**src/rtl/alarme_cinto_multi.sv**
```systemverilog
// Multi-seat seat-belt warning: grace delay, blinking lamp, bounded chime, offending-seat mask.
// Optional ALARME_CINTO_REARM_EN: a newly offending seat re-arms the chime within an episode.
module alarme_cinto_multi #(
  parameter int unsigned N_SEATS    = 4,
  parameter int unsigned DELAY_CYC  = 8,
  parameter int unsigned BLINK_HALF = 4,
  parameter int unsigned CHIME_MAX  = 32
) (
  input  logic               clk,
  input  logic               rst,
  input  logic               igni,
  input  logic [N_SEATS-1:0] ocupado,
  input  logic [N_SEATS-1:0] cinto,
  output logic               luz,
  output logic               chime,
  output logic [N_SEATS-1:0] assento_alerta,
  output logic [1:0]         estado
);

  localparam int unsigned GW = $clog2(DELAY_CYC + 1);
  localparam int unsigned BW = $clog2(BLINK_HALF + 1);
  localparam int unsigned CW = $clog2(CHIME_MAX + 1);
  localparam logic [GW-1:0] G_LAST = GW'(DELAY_CYC - 1);
  localparam logic [BW-1:0] B_LAST = BW'(BLINK_HALF - 1);
  localparam logic [CW-1:0] C_LAST = CW'(CHIME_MAX - 1);

  typedef enum logic [1:0] {
    IDLE  = 2'd0,
    GRACE = 2'd1,
    WARN  = 2'd2,
    MUTE  = 2'd3
  } state_t;

  state_t             state, state_n;
  logic               luz_n, chime_n;
  logic [N_SEATS-1:0] mask_n;
  logic [GW-1:0]      gcnt, gcnt_n;
  logic [BW-1:0]      bcnt, bcnt_n;
  logic [CW-1:0]      ccnt, ccnt_n;
  logic [N_SEATS-1:0] v;
  logic               viol;

  assign v      = ocupado & ~cinto;
  assign viol   = igni & (|v);
  assign estado = state;

  always_comb begin
    state_n = state;
    luz_n   = luz;
    chime_n = chime;
    mask_n  = assento_alerta;
    gcnt_n  = gcnt;
    bcnt_n  = bcnt;
    ccnt_n  = ccnt;
    case (state)
      IDLE: begin
        luz_n   = 1'b0;
        chime_n = 1'b0;
        mask_n  = '0;
        gcnt_n  = '0;
        bcnt_n  = '0;
        ccnt_n  = '0;
        if (viol) state_n = GRACE;
      end
      GRACE: begin
        if (!viol) begin
          state_n = IDLE;
          gcnt_n  = '0;
        end else if (gcnt == G_LAST) begin
          state_n = WARN;
          gcnt_n  = '0;
          luz_n   = 1'b1;
          chime_n = 1'b1;
          bcnt_n  = '0;
          ccnt_n  = '0;
          mask_n  = v;
        end else begin
          gcnt_n = gcnt + 1'b1;
        end
      end
      default: begin // WARN, MUTE
        if (!viol) begin
          state_n = IDLE;
          luz_n   = 1'b0;
          chime_n = 1'b0;
          mask_n  = '0;
          bcnt_n  = '0;
          ccnt_n  = '0;
        end else begin
          mask_n = v;
          // lamp phase runs independently of WARN/MUTE so muting never disturbs the blink
          if (bcnt == B_LAST) begin
            luz_n  = ~luz;
            bcnt_n = '0;
          end else begin
            bcnt_n = bcnt + 1'b1;
          end
          if (state == WARN) begin
            if (ccnt == C_LAST) begin
              state_n = MUTE;
              chime_n = 1'b0;
            end else begin
              ccnt_n = ccnt + 1'b1;
            end
          end
`ifdef ALARME_CINTO_REARM_EN
          if (|(v & ~assento_alerta)) begin
            state_n = WARN;
            chime_n = 1'b1;
            ccnt_n  = '0;
          end
`endif
        end
      end
    endcase
  end

  always_ff @(posedge clk or posedge rst) begin
    if (rst) begin
      state          <= IDLE;
      luz            <= 1'b0;
      chime          <= 1'b0;
      assento_alerta <= '0;
      gcnt           <= '0;
      bcnt           <= '0;
      ccnt           <= '0;
    end else begin
      state          <= state_n;
      luz            <= luz_n;
      chime          <= chime_n;
      assento_alerta <= mask_n;
      gcnt           <= gcnt_n;
      bcnt           <= bcnt_n;
      ccnt           <= ccnt_n;
    end
  end

endmodule

```
**config.mk**
```make
export PLATFORM = sky130hd
export DESIGN_NAME = alarme_cinto_multi
export DESIGN_NICKNAME = d
export VERILOG_FILES = /design/src/rtl/alarme_cinto_multi.sv
export SDC_FILE = /design/constraint.sdc
export NUM_CORES = 1
export LEC_CHECK = 0
export BUFFER_PORTS_ARGS = -buffer_cell sky130_fd_sc_hd__buf_2
export CORE_ASPECT_RATIO = 1.5
export CORE_MARGIN = 4
export CORE_UTILIZATION = 55
export DETAILED_ROUTE_END_ITERATION = 8
export MAX_ROUTING_LAYER = met4
export PLACE_DENSITY = 0.76
export SLEW_MARGIN = 0
export SYNTH_ARGS = -nofsm -noshare
export SYNTH_HDL_FRONTEND = slang
export SYNTH_SLANG_ARGS = --single-unit
```
**constraint.sdc**
```tcl
create_clock -name clk -period 2 [get_ports clk]
set_input_delay 0.2 -clock clk [delete_from_list [all_inputs] [get_ports clk]]
set_output_delay 0.2 -clock clk [all_outputs]
set_load 0.02 [all_outputs]
```
-- Word level (Yosys, flattened, before mapping)
Cells that the tools add are included.
- flip-flop bits (word level): 21
- input bits: 11
- output and inout port bits: 8
- word-level logic and storage cells: 69
- add/subtract/negate cells: 3
- equal/unequal tests: 13
- muxes and demuxes: 34
- bitwise logic cells: 4
- reductions and logical operators: 8
- operators with widths (cell ; count):
    $mux W6 ; 5
    $mux W4 ; 5
    $pmux W4 S2 ; 2
    $mux W2 ; 6
    $mux W3 ; 4
    $ne A4 B1 Y1 const B ; 3
    $pmux W6 S2 ; 1
    $reduce_and A4 Y1 ; 3
    $mux W1 ; 7
    $add A6 B1 Y6 const B ; 1
    $eq A6 B5 Y1 const B ; 1
    $ne A2 B2 Y1 const B ; 3
    $pmux W3 S2 ; 1
    $add A4 B1 Y4 const B ; 1
    $and A4 B4 Y4 ; 1
    $eq A4 B3 Y1 const B ; 1
    $ne A4 B2 Y1 const B ; 1
    $not A4 Y4 ; 1
    $pmux W1 S2 ; 2
    $pmux W2 S2 ; 1
    $reduce_or A4 Y1 ; 1
    $add A3 B1 Y3 const B ; 1
    $eq A3 B2 Y1 const B ; 1
    $ne A3 B3 Y1 const B ; 1
    8 further kinds ; 8

-- Logic depth before layout (Yosys ltp)
- depth in word-level cells: 6
- mapped depth: 6
- gate-level depth less buffers: 5

-- Least setup slack after synthesis
Ideal clock, no wire load.
- path kind: register -> register
- from: register gcnt[0]
- to: register assento_alerta[3]
- setup time: 0.121 ns
- arrival: 1.429 ns
- data required time: 1.879 ns
- setup slack: 0.450 ns
- cell stages (with the launch flop): 7
- path buffers: 1
- clock period less this slack: 1.550 ns
- cells stage by stage: dfrtp_1 ha_1 and3b_1 clkbuf_1 a21oi_1 nor2_1 a22o_1
- longest elaborated chain between the ends: 3
- ends and longest elaborated chain (element ; line ; text):
    from (decl) ; 37 ; logic [GW-1:0] gcnt, gcnt_n;
    from (signal assigned) ; 132 ; gcnt <= gcnt_n;
    $eq A4 B3 Y1 ; 69 ; end else if (gcnt == G_LAST) begin
    $ne A2 B2 Y1 (no source line) ; -- ;
    $reduce_and A2 Y1 (no source line) ; -- ;
    to (signal assigned) ; 131 ; assento_alerta <= mask_n;
    to (decl) ; 16 ; output logic [N_SEATS-1:0] assento_alerta,
No other way between the ends.
A chain may end at the register's enable or synchronous reset.

-- Final worst setup path
Same ends and word-level chain as after synthesis.

==> results.toml <==
[yosys]
postSynthAreaPerCell_um2 = 10.7
synth_nets = 131
ys_types = 39
synth.area.top_cells = "dfrtp_1, nand3_1, o41ai_4"
yosysTopAreaCell = "dfrtp_1"
ys_seq_area_frac = 0.421
ys_ff_latch = 21
syn_inst = 117
synth_area_um2 = 1250
yosys_warnings = 0
synth_top_cell_area_share = 0.421

[pwr]
p_leak_uw = 0.000693
power_density_nw_per_um2 = 533
max-vdd-ir-drop_mv = 0.308

[route]
ant_nets = 0
wl_per_cell_um = 16.3
drtIter0Drc = 70
num_vias = 1019
drcViolationCount = 0
wirelength_um = 2600
viasPerCell = 6.41
dr.pass1.iters = 4

[cells_and_area]
layout_commonest_cell = "dfrtp_1"
diodes = 0
syn_to_final_growth_pct = 10.6
drive_above_1_share = 0.241
final_nets = 152
finalNonFillerCells = 159
final_cell_mix = "dfrtp_1, buf_2, nand3_1, nor2_1, nand2_1"

[timing]
post-route-min-period_ps = 1620
finalSetupViolCount = 0
hold_viol_final = 0
fin_crit_sh = 0.810
slew_headroom = 0.461
rsz0062_at_grt = "false"
finalMaxSlewViolations = 0
timing.fmax_ghz = 0.617
tightest_slew_ps = 808
fin_tns_setup_ps = 0
skew_ps = 9.07

[setup_path]
cp.required_ps = 2210
crit_type = "reg -> reg"
critPathSlowestCell = "dfrtp_1"
end_kind = "register"
arrival_ps = 1830
worst_setup_path_start_kind = "register"
crit_chain = "ha_1 > and3b_1 > a21oi_1 > nor2_1 > a22o_1"
critPathMaxFanout = 6
slowest_delay_ps = 430

[die]
core_area_um2 = 2100
die_y_um = 66.4
start_util = 0.594
rows = 20
pin_count = 19
die-width_um = 46.9
die-area_um2 = 3110

[worst_hold_path]
worstHoldPathType = "in -> async"

[cts]
clkTransAtPathRegs_ps = 120
cts_resized = 0
cts_tree = "done"
clk_latency_ps = 310
root_buffer = "clkbuf_4"
cts_buffers = 3
cts.sinks = 21
postCtsSetupBuffers = 0
cts.path.max_buffers = 2
htreeDepth = 1
cts_hold_buf = 0

[place]
gp_congestion = 0.908
dp_hpwl_um = 1860
dp_cells = 155
port_buffers = 18

[global_route]
track_usage = 0.199
antenna_found_initial = 0
grt.overflow.total = 0
grt_max_degree = 22
grt_pass1_wl_um = 4430
grt_pass1_vias = 1023

[job]
maxCapViolations = 0

[outcome]
outcome = "completed"
sequential cells by signal (all words and copies together), names as in the netlist:
signal	count
assento_alerta	4
bcnt	3
ccnt	6
chime	1
estado	2
gcnt	4
luz	1
critical path: cells and delay by family, from the launching register on:
| family | cells | cell delay (ps) |
|---|---|---|
| AO/OA/AOI/OAI | 2 | 470 |
| adder cells (fa/ha/maj) | 1 | 260 |
| flip-flops | 1 | 430 |
| AND/OR/NAND/NOR | 2 | 350 |
cell type report:
cell class                      count  area [µm²]
Tap cell                           22        27.5
Sequential cell                    21         526
Timing Repair Buffer               21         113
Clock buffer                        4        26.3
Inverter                            2        7.51
Multi-Input combinational cell     89         682
Fill cell                         171         721
metrics by stage:
stage / worst slack, ps / util / cell area (µm²) / hold WS (ps) / power [µW]
floorplan: 450 / - / 1250 / 177 / 508
global placement: 373 / 0.645 / 1360 / 373 / 535
detailed placement: 328 / 0.645 / 1360 / 386 / 536
CTS: 393 / 0.657 / 1380 / 38.5 / 743
global route: 287 / 0.657 / 1380 / 73.7 / 776
finish: 380 / 0.657 / 1380 / 18.4 / 736
cell usage after synthesis (all sizes together):
cell type,number
mux2,1
o41a,2
o211ai,4
a21oi,5
a31oi,1
nand2,6
buf,2
o22a,1
o211a,1
ha,3
inv,2
o41ai,2
and4b,2
o21ai,3
o31a,1
a21boi,1
o21a,2
or3,1
nor2,7
nand2b,3
a32o,4
dfrtp,21
nand4,2
o311a,1
clkbuf,3
nor4,4
mux2i,2
and2,1
a21o,2
a22o,2
nor3,2
a211o,3
nor2b,6
nand3,11
and3b,1
nand3b,2
kinds of logic (layout without fill, tap and decap cells):
| group | count (synthesis) | after routing | share of synthesized area |
|---|---|---|---|
| AND/OR/NAND/NOR | 48 | 48 | 0.229 |
| flip-flops | 21 | 21 | 0.421 |
| multiplexers | 3 | 3 | 0.0251 |
| buffers and inverters | 7 | 27 | 0.0331 |
| adder cells (fa/ha/maj) | 3 | 3 | 0.0301 |
| AO/OA/AOI/OAI | 35 | 35 | 0.262 |
power breakdown:
group | total (µW) | switching [µW] | leakage [µW] | internal, µW
Sequential | 436 | 6.44 | 0.000290 | 429
Clock | 208 | 130 | 0.0000150 | 78.0
Combinational | 92.8 | 59.0 | 0.000387 | 33.9
Total | 736 | 195 | 0.000693 | 541
routing by layer:
layer | routed length, µm | vias up | share of wire | global-route usage
li1 | - | 494 | - | -
met5 | 0 | - | 0 | -
met2 | 1260 | 32 | 0.48 | 0.325
met4 | 54 | 0 | 0.021 | 0.104
met3 | 145 | 5 | 0.056 | 0.0191
met1 | 1140 | 488 | 0.44 | 0.232
worst paths after layout:
| kind | start | to | slack (ps) | cells past startpoint |
|---|---|---|---|---|
| min in group clk | igni | estado[0] | 210 | 3 |
| worst max register to register | gcnt[0] | assento_alerta[3] | 380 | 5 |
| worst max-delay path | gcnt[0] | assento_alerta[3] | 380 | 5 |
| max in group asynchronous | rst | assento_alerta[3] | 1470 | 2 |
| worst min register to register | assento_alerta[0] | assento_alerta[0] | 500 | 1 |
| worst min-delay path | rst | chime | 20 | 2 |
No activity file was read; power rests on OpenSTA's default activity.
